$ cat src/rtl/spi_master_seq_pkg.sv
// Shared definitions for the SPI memory host sequencer: FSM states and frame layout.
package spi_defs;

    typedef enum logic [2:0] {
        IDLE,
        SETUP,
        SHIFT,
        HOLD,
        DONE
    } stateT;

    localparam int unsigned DEF_ADDR_W = 7;
    localparam int unsigned DEF_DATA_W = 8;
    localparam int unsigned FRAME_BITS = DEF_ADDR_W + 1 + DEF_DATA_W;

    localparam logic RW_READ  = 1'b1;
    localparam logic RW_WRITE = 1'b0;

endpackage

$ cat src/rtl/spi_master_seq_sclk_gen.sv
// sclk half-period divider: tick every CLK_DIV clk cycles plus a half-period index.
module spi_sclk_gen #(
    parameter int unsigned CLK_DIV = 4,
    parameter int unsigned HALF_N  = 32
) (
    input  logic                      clk,
    input  logic                      rst,
    input  logic                      en,
    input  logic                      clr,
    input  logic                      halfEn,
    output logic                      tick,
    output logic [$clog2(HALF_N)-1:0] halfIdx
);

    localparam int unsigned CntW  = (CLK_DIV > 1) ? $clog2(CLK_DIV) : 1;
    localparam int unsigned HalfW = $clog2(HALF_N);

    logic [CntW-1:0] cnt;

    assign tick = en && (cnt == CntW'(CLK_DIV - 1));

    always_ff @(posedge clk or posedge rst) begin
        if (rst) begin
            cnt     <= '0;
            halfIdx <= '0;
        end else if (clr) begin
            cnt     <= '0;
            halfIdx <= '0;
        end else if (en) begin
            cnt <= tick ? '0 : cnt + 1'b1;
            if (tick && halfEn)
                halfIdx <= (halfIdx == HalfW'(HALF_N - 1)) ? '0 : halfIdx + 1'b1;
        end
    end

endmodule

$ cat src/rtl/spi_master_seq.sv
// Host-side SPI sequencer: one {addr, rw, data} frame per accepted request,
// miso captured during the data phase and returned with a one-cycle response.
module spi_master_seq
    import spi_defs::*;
#(
    parameter int unsigned CLK_DIV = 4,
    parameter int unsigned ADDR_W  = 7,
    parameter int unsigned DATA_W  = 8
) (
    input  logic              clk,
    input  logic              reset,
    input  logic              req_valid,
    output logic              req_ready,
    input  logic              req_rw,
    input  logic [ADDR_W-1:0] req_addr,
    input  logic [DATA_W-1:0] req_wdata,
    output logic              rsp_valid,
    output logic [DATA_W-1:0] rsp_rdata,
    output logic              busy,
    output logic              sclk,
    output logic              cs_n,
    output logic              mosi,
    input  logic              miso
);

    localparam int unsigned FrameBits = ADDR_W + 1 + DATA_W;
    localparam int unsigned HalfN     = 2 * FrameBits;
    localparam int unsigned HalfW     = $clog2(HalfN);
    // first low half-period whose ending tick is rising edge ADDR_W+2 (first data bit)
    localparam int unsigned RxStart   = 2 * ADDR_W + 1;

    stateT                state;
    logic [FrameBits-1:0] reqFrame;
    logic [FrameBits-1:0] txReg;
    logic [DATA_W-1:0]    rxReg;
    logic                 rwReg;
    logic                 divEn;
    logic                 tick;
    logic [HalfW-1:0]     halfIdx;

    assign reqFrame  = {req_addr, req_rw, (req_rw == RW_READ) ? {DATA_W{1'b0}} : req_wdata};
    assign req_ready = (state == IDLE) && !reset;
    assign divEn     = (state == SETUP) || (state == SHIFT) || (state == HOLD);

    spi_sclk_gen #(
        .CLK_DIV(CLK_DIV),
        .HALF_N (HalfN)
    ) uSclkGen (
        .clk    (clk),
        .rst    (reset),
        .en     (divEn),
        .clr    (!divEn),
        .halfEn (state == SHIFT),
        .tick   (tick),
        .halfIdx(halfIdx)
    );

    always_ff @(posedge clk or posedge reset) begin
        if (reset) begin
            state     <= IDLE;
            txReg     <= '0;
            rxReg     <= '0;
            rwReg     <= RW_WRITE;
            sclk      <= 1'b0;
            cs_n      <= 1'b1;
            mosi      <= 1'b0;
            rsp_valid <= 1'b0;
            rsp_rdata <= '0;
            busy      <= 1'b0;
        end else begin
            case (state)
                IDLE: begin
                    if (req_valid && req_ready) begin
                        // txReg holds the bits still to send after the one on mosi
                        mosi  <= reqFrame[FrameBits-1];
                        txReg <= {reqFrame[FrameBits-2:0], 1'b0};
                        rwReg <= req_rw;
                        cs_n  <= 1'b0;
                        sclk  <= 1'b0;
                        busy  <= 1'b1;
                        state <= SETUP;
                    end
                end
                SETUP: begin
                    if (tick) begin
                        sclk  <= 1'b1;
                        state <= SHIFT;
                    end
                end
                SHIFT: begin
                    if (tick) begin
                        if (!halfIdx[0]) begin
                            sclk  <= 1'b0;
                            mosi  <= txReg[FrameBits-1];
                            txReg <= {txReg[FrameBits-2:0], 1'b0};
                        end else if (halfIdx == HalfW'(HalfN - 1)) begin
                            state <= HOLD;
                        end else begin
                            sclk <= 1'b1;
                            if (halfIdx >= HalfW'(RxStart))
                                rxReg <= {rxReg[DATA_W-2:0], miso};
                        end
                    end
                end
                HOLD: begin
                    if (tick) begin
                        cs_n      <= 1'b1;
                        mosi      <= 1'b0;
                        rsp_valid <= 1'b1;
                        rsp_rdata <= (rwReg == RW_WRITE) ? {DATA_W{1'b0}} : rxReg;
                        state     <= DONE;
                    end
                end
                DONE: begin
                    rsp_valid <= 1'b0;
                    busy      <= 1'b0;
                    state     <= IDLE;
                end
                default: state <= IDLE;
            endcase
        end
    end

endmodule

$ cat config.mk
export PLATFORM = sky130hd
export DESIGN_NAME = spi_master_seq
export DESIGN_NICKNAME = d
export VERILOG_FILES = /design/src/rtl/spi_master_seq_pkg.sv /design/src/rtl/spi_master_seq_sclk_gen.sv /design/src/rtl/spi_master_seq.sv
export SDC_FILE = /design/constraint.sdc
export NUM_CORES = 1
export LEC_CHECK = 0
export ABC_AREA = 1
export CAP_MARGIN = 20
export CORE_MARGIN = 5
export CORE_UTILIZATION = 50
export CTS_CLUSTER_SIZE = 12
export DETAILED_ROUTE_END_ITERATION = 10
export PLACE_DENSITY = 0.74
export SLEW_MARGIN = 10
export SYNTH_ARGS = -nofsm -noshare
export SYNTH_HDL_FRONTEND = slang
export SYNTH_SLANG_ARGS = --single-unit
$ cat constraint.sdc
create_clock -name clk -period 1.92 [get_ports clk]
set_input_delay 0.384 -clock clk [delete_from_list [all_inputs] [get_ports clk]]
set_output_delay 0.384 -clock clk [all_outputs]
set_load 0.02 [all_outputs]
==> impl_metrics.py <==
metrics = {
    "synthesis": {
        "synth_fp_nets": 331,
        "yosysWarnings": 0,
        "synth-seq-cells": 47,
        "async_flop_share": 1.00,
        "postSynthAreaPerCell_um2": 8.02,
        "yosysTopAreaCell": "dfrtp_1",
        "yosys_most_used_dff": "dfrtp_1",
        "netlist_top_cells_area": "dfrtp_1 (47%), nand2_1 (18%), nand3_1 (10%)",
        "synth_edf_count": 0,
        "ys_types": 31,
        "synthCells": 307,
        "synth_seq_area_share": 0.478,
        "synthDominantCellAreaShare": 0.467,
        "syn_area_um2": 2460,
    },
    "finish": {
        "fillCellCount": 437,
        "drive_above_1_share": 0.117,
        "synthToLayoutAreaGrowth_pct": 21.4,
        "utilization": 0.629,
        "diodes": 0,
        "seq_area_um2": 1180,
        "multi_input_area_um2": 1120,
        "nets": 372,
        "fin_area_um2": 2990,
    },
    "clocking": {
        "clk_latency_ns": 0.30,
        "numCtsBuffers": 5,
        "h-tree-depth": 2,
        "clk_pin_slew_ns": 0.09,
        "cts_tree": "built",
        "cts_hold_repair.buffers": 0,
        "clk_path_buf_depth": 2,
        "clock-sinks": 47,
        "cts-root-buf": "clkbuf_8",
        "post_cts_resized": 1,
        "post_cts_buffers": 0,
    },
    "placed_design": {
        "placed_cell_area_um2": 2910,
        "dpl.hpwl_um": 3770,
        "port_buffers": 33,
        "dp_worst_setup_slack_ns": -0.0220,
        "place.gp.congestion": 0.770,
    },
    "power_and_ir_drop": {
        "ir_drop_v": 0.000538,
        "seqPwrFrac": 0.406,
        "switching_share": 0.408,
        "power_switching_mw": 1.38,
        "power_density_nw_per_um2": 1130,
        "p_int_mw": 2.00,
        "pwr-share-clk": 0.172,
        "pwr-share-comb": 0.422,
        "p_leak_nw": 1.57,
        "p_total_mw": 3.38,
    },
    "worst_setup_path": {
        "cp-start-kind": "register",
        "slowest_delay_ns": 0.61,
        "worst_setup_path_end_kind": "output pin",
        "ff2ff_setup_slack_ns": 0.20,
        "arrival_ns": 1.44,
        "worstSetupPathType": "register to output pin",
        "critPathTopFamily": "buffers and inverters",
        "cpMaxStageDelayCell": "clkdlybuf4s50_1",
        "cp_num_buf_inv": 1,
        "path_cells": "clkdlybuf4s50_1",
        "cp.required_ns": 1.54,
        "path_max_fanout": 2,
    },
    "grt": {
        "track_usage": 0.190,
        "grt_use_met2": 0.310,
        "antenna_found_initial": 0,
        "use_met3": 0.0392,
        "grt_remaining_overflow": 0,
        "grt_pass1_vias": 2102,
        "grt_pass1_wl_um": 9660,
        "grt_start_max_net_pins": 48,
        "grtUsageMet1": 0.250,
        "busiest_layer": "met2",
    },
    "detailed_routing": {
        "vias": 2137,
        "wire_per_inst_um": 13.1,
        "totalWireLength_um": 5430,
        "dr.first_iter.drc_count": 150,
        "firstDrtPassIters": 4,
        "drc": 0,
        "viasPerCell": 5.14,
        "antenna_left": 0,
    },
    "sta": {
        "skew_ns": 0.00809,
        "rsz0062_at_grt": "false",
        "hold_viol_final": 0,
        "tightest_slew_ns": 0.585,
        "relSlewSlack": 0.610,
        "layout_setup_ws_ns": 0.0922,
        "setup_viol": 0,
        "final_max_slew_viol_count": 0,
        "timing.final.crit_share": 0.952,
        "timing.final.crit_period_ns": 1.83,
        "fmax_mhz": 547,
        "setup_tns_ns": 0,
    },
    "hold_path": {
        "min_path_type": "register to register",
    },
    "floorplanning": {
        "fp.dieH_um": 80.2,
        "die_w_um": 80.2,
        "io_pins": 34,
        "die_area_um2": 6430,
        "fp-row-count": 25,
        "core_area_um2": 4750,
        "start_util": 0.518,
    },
    "run_status": {
        "status": "completed",
    },
    "flow_run": {
        "cap_violations": 0,
    },
}
[sequential cells by signal (all words and copies together), names as in the netlist]
| name | count |
|---|---|
| busy | 1 |
| cs_n | 1 |
| mosi | 1 |
| rsp_rdata | 8 |
| rsp_valid | 1 |
| rwReg | 1 |
| rxReg | 8 |
| sclk | 1 |
| state | 3 |
| txReg | 15 |
| uSclkGen.cnt | 2 |
| uSclkGen.halfIdx | 5 |
[placed cells by master, fill, tap and decap left out, types with 2 or more instances in the layout]
cell type / instances
nand3_1: 50
clkbuf_8: 5
nand3_4: 2
clkdlybuf4s50_1: 32
nor2_1: 13
nand2_1: 120
nand4_1: 11
clkinvlp_4: 2
ha_1: 4
inv_2: 5
dfrtp_1: 46
nor2_2: 2
a21oi_1: 4
o21ai_0: 5
inv_1: 13
nor2_8: 2
nor2_4: 3
nor3_1: 2
buf_4: 12
[power by group through the flow]
| stage | clock, mW | sequential, mW | combinational (mW) |
|---|---|---|---|
| after detailed placement | 0 | 1.39 | 1.44 |
| after global placement | 0 | 1.38 | 1.41 |
| after floorplan | 0 | 1.36 | 1.08 |
| final | 0.580 | 1.37 | 1.43 |
| after CTS | 0.609 | 1.37 | 1.44 |
| after global routing | 0.645 | 1.40 | 1.63 |
[synthesized netlist by cell type, types with 3 or more instances]
library cell	instances
buf_4	5
ha_1	4
o21ai_0	5
nand3_1	50
buf_2	4
inv_2	5
a21oi_1	4
nand2_1	120
nor2_4	3
nand4_1	11
nor2_1	13
inv_1	14
dfrtp_1	46
[cell type report]
type,count,area share
flip-flops and latches,47,0.394
multi-input cells,227,0.375
repair buffers,46,0.147
inverters,21,0.0284
well taps,67,0.0280
clock buffers,6,0.0243
clock inverters,2,0.00418
[stage by stage]
step | hold slack, ns | instances
floorplan | 0.411 | 307
global placement | 0.426 | 408
detailed placement | 0.447 | 408
CTS | 0.459 | 416
global route | 0.475 | 416
finish | 0.451 | 416
[worst paths after layout]
check                           depth (start not counted)               to           startpoint
worst max-delay path                                    1             cs_n                 cs_n
worst min-delay path                                    1  uSclkGen.cnt[0]      uSclkGen.cnt[0]
worst max register to register                         10         rxReg[6]  uSclkGen.halfIdx[0]
worst min register to register                          1  uSclkGen.cnt[0]      uSclkGen.cnt[0]
max in group asynchronous                               4         txReg[5]                reset
min in group asynchronous                               4         state[1]                reset
[cells by family (layout without fill, tap and decap cells)]
family                     Yosys count  in the layout  synth area share
and+or+nand+nor                    209            209             0.401
DFF                                 47             47             0.478
AOI/OAI and AO/OA                   14             14            0.0340
adders and majority gates            4              4            0.0203
buffers and inverters               33             75            0.0670
[layer usage]
layer / vias to the layer above / part of all wire
met4: 0 / 0.014
met1: 1010 / 0.46
met2: 39 / 0.48
met5: - / 0
li1: 1079 / -
met3: 9 / 0.041
(Power assumes the default switching activity.)
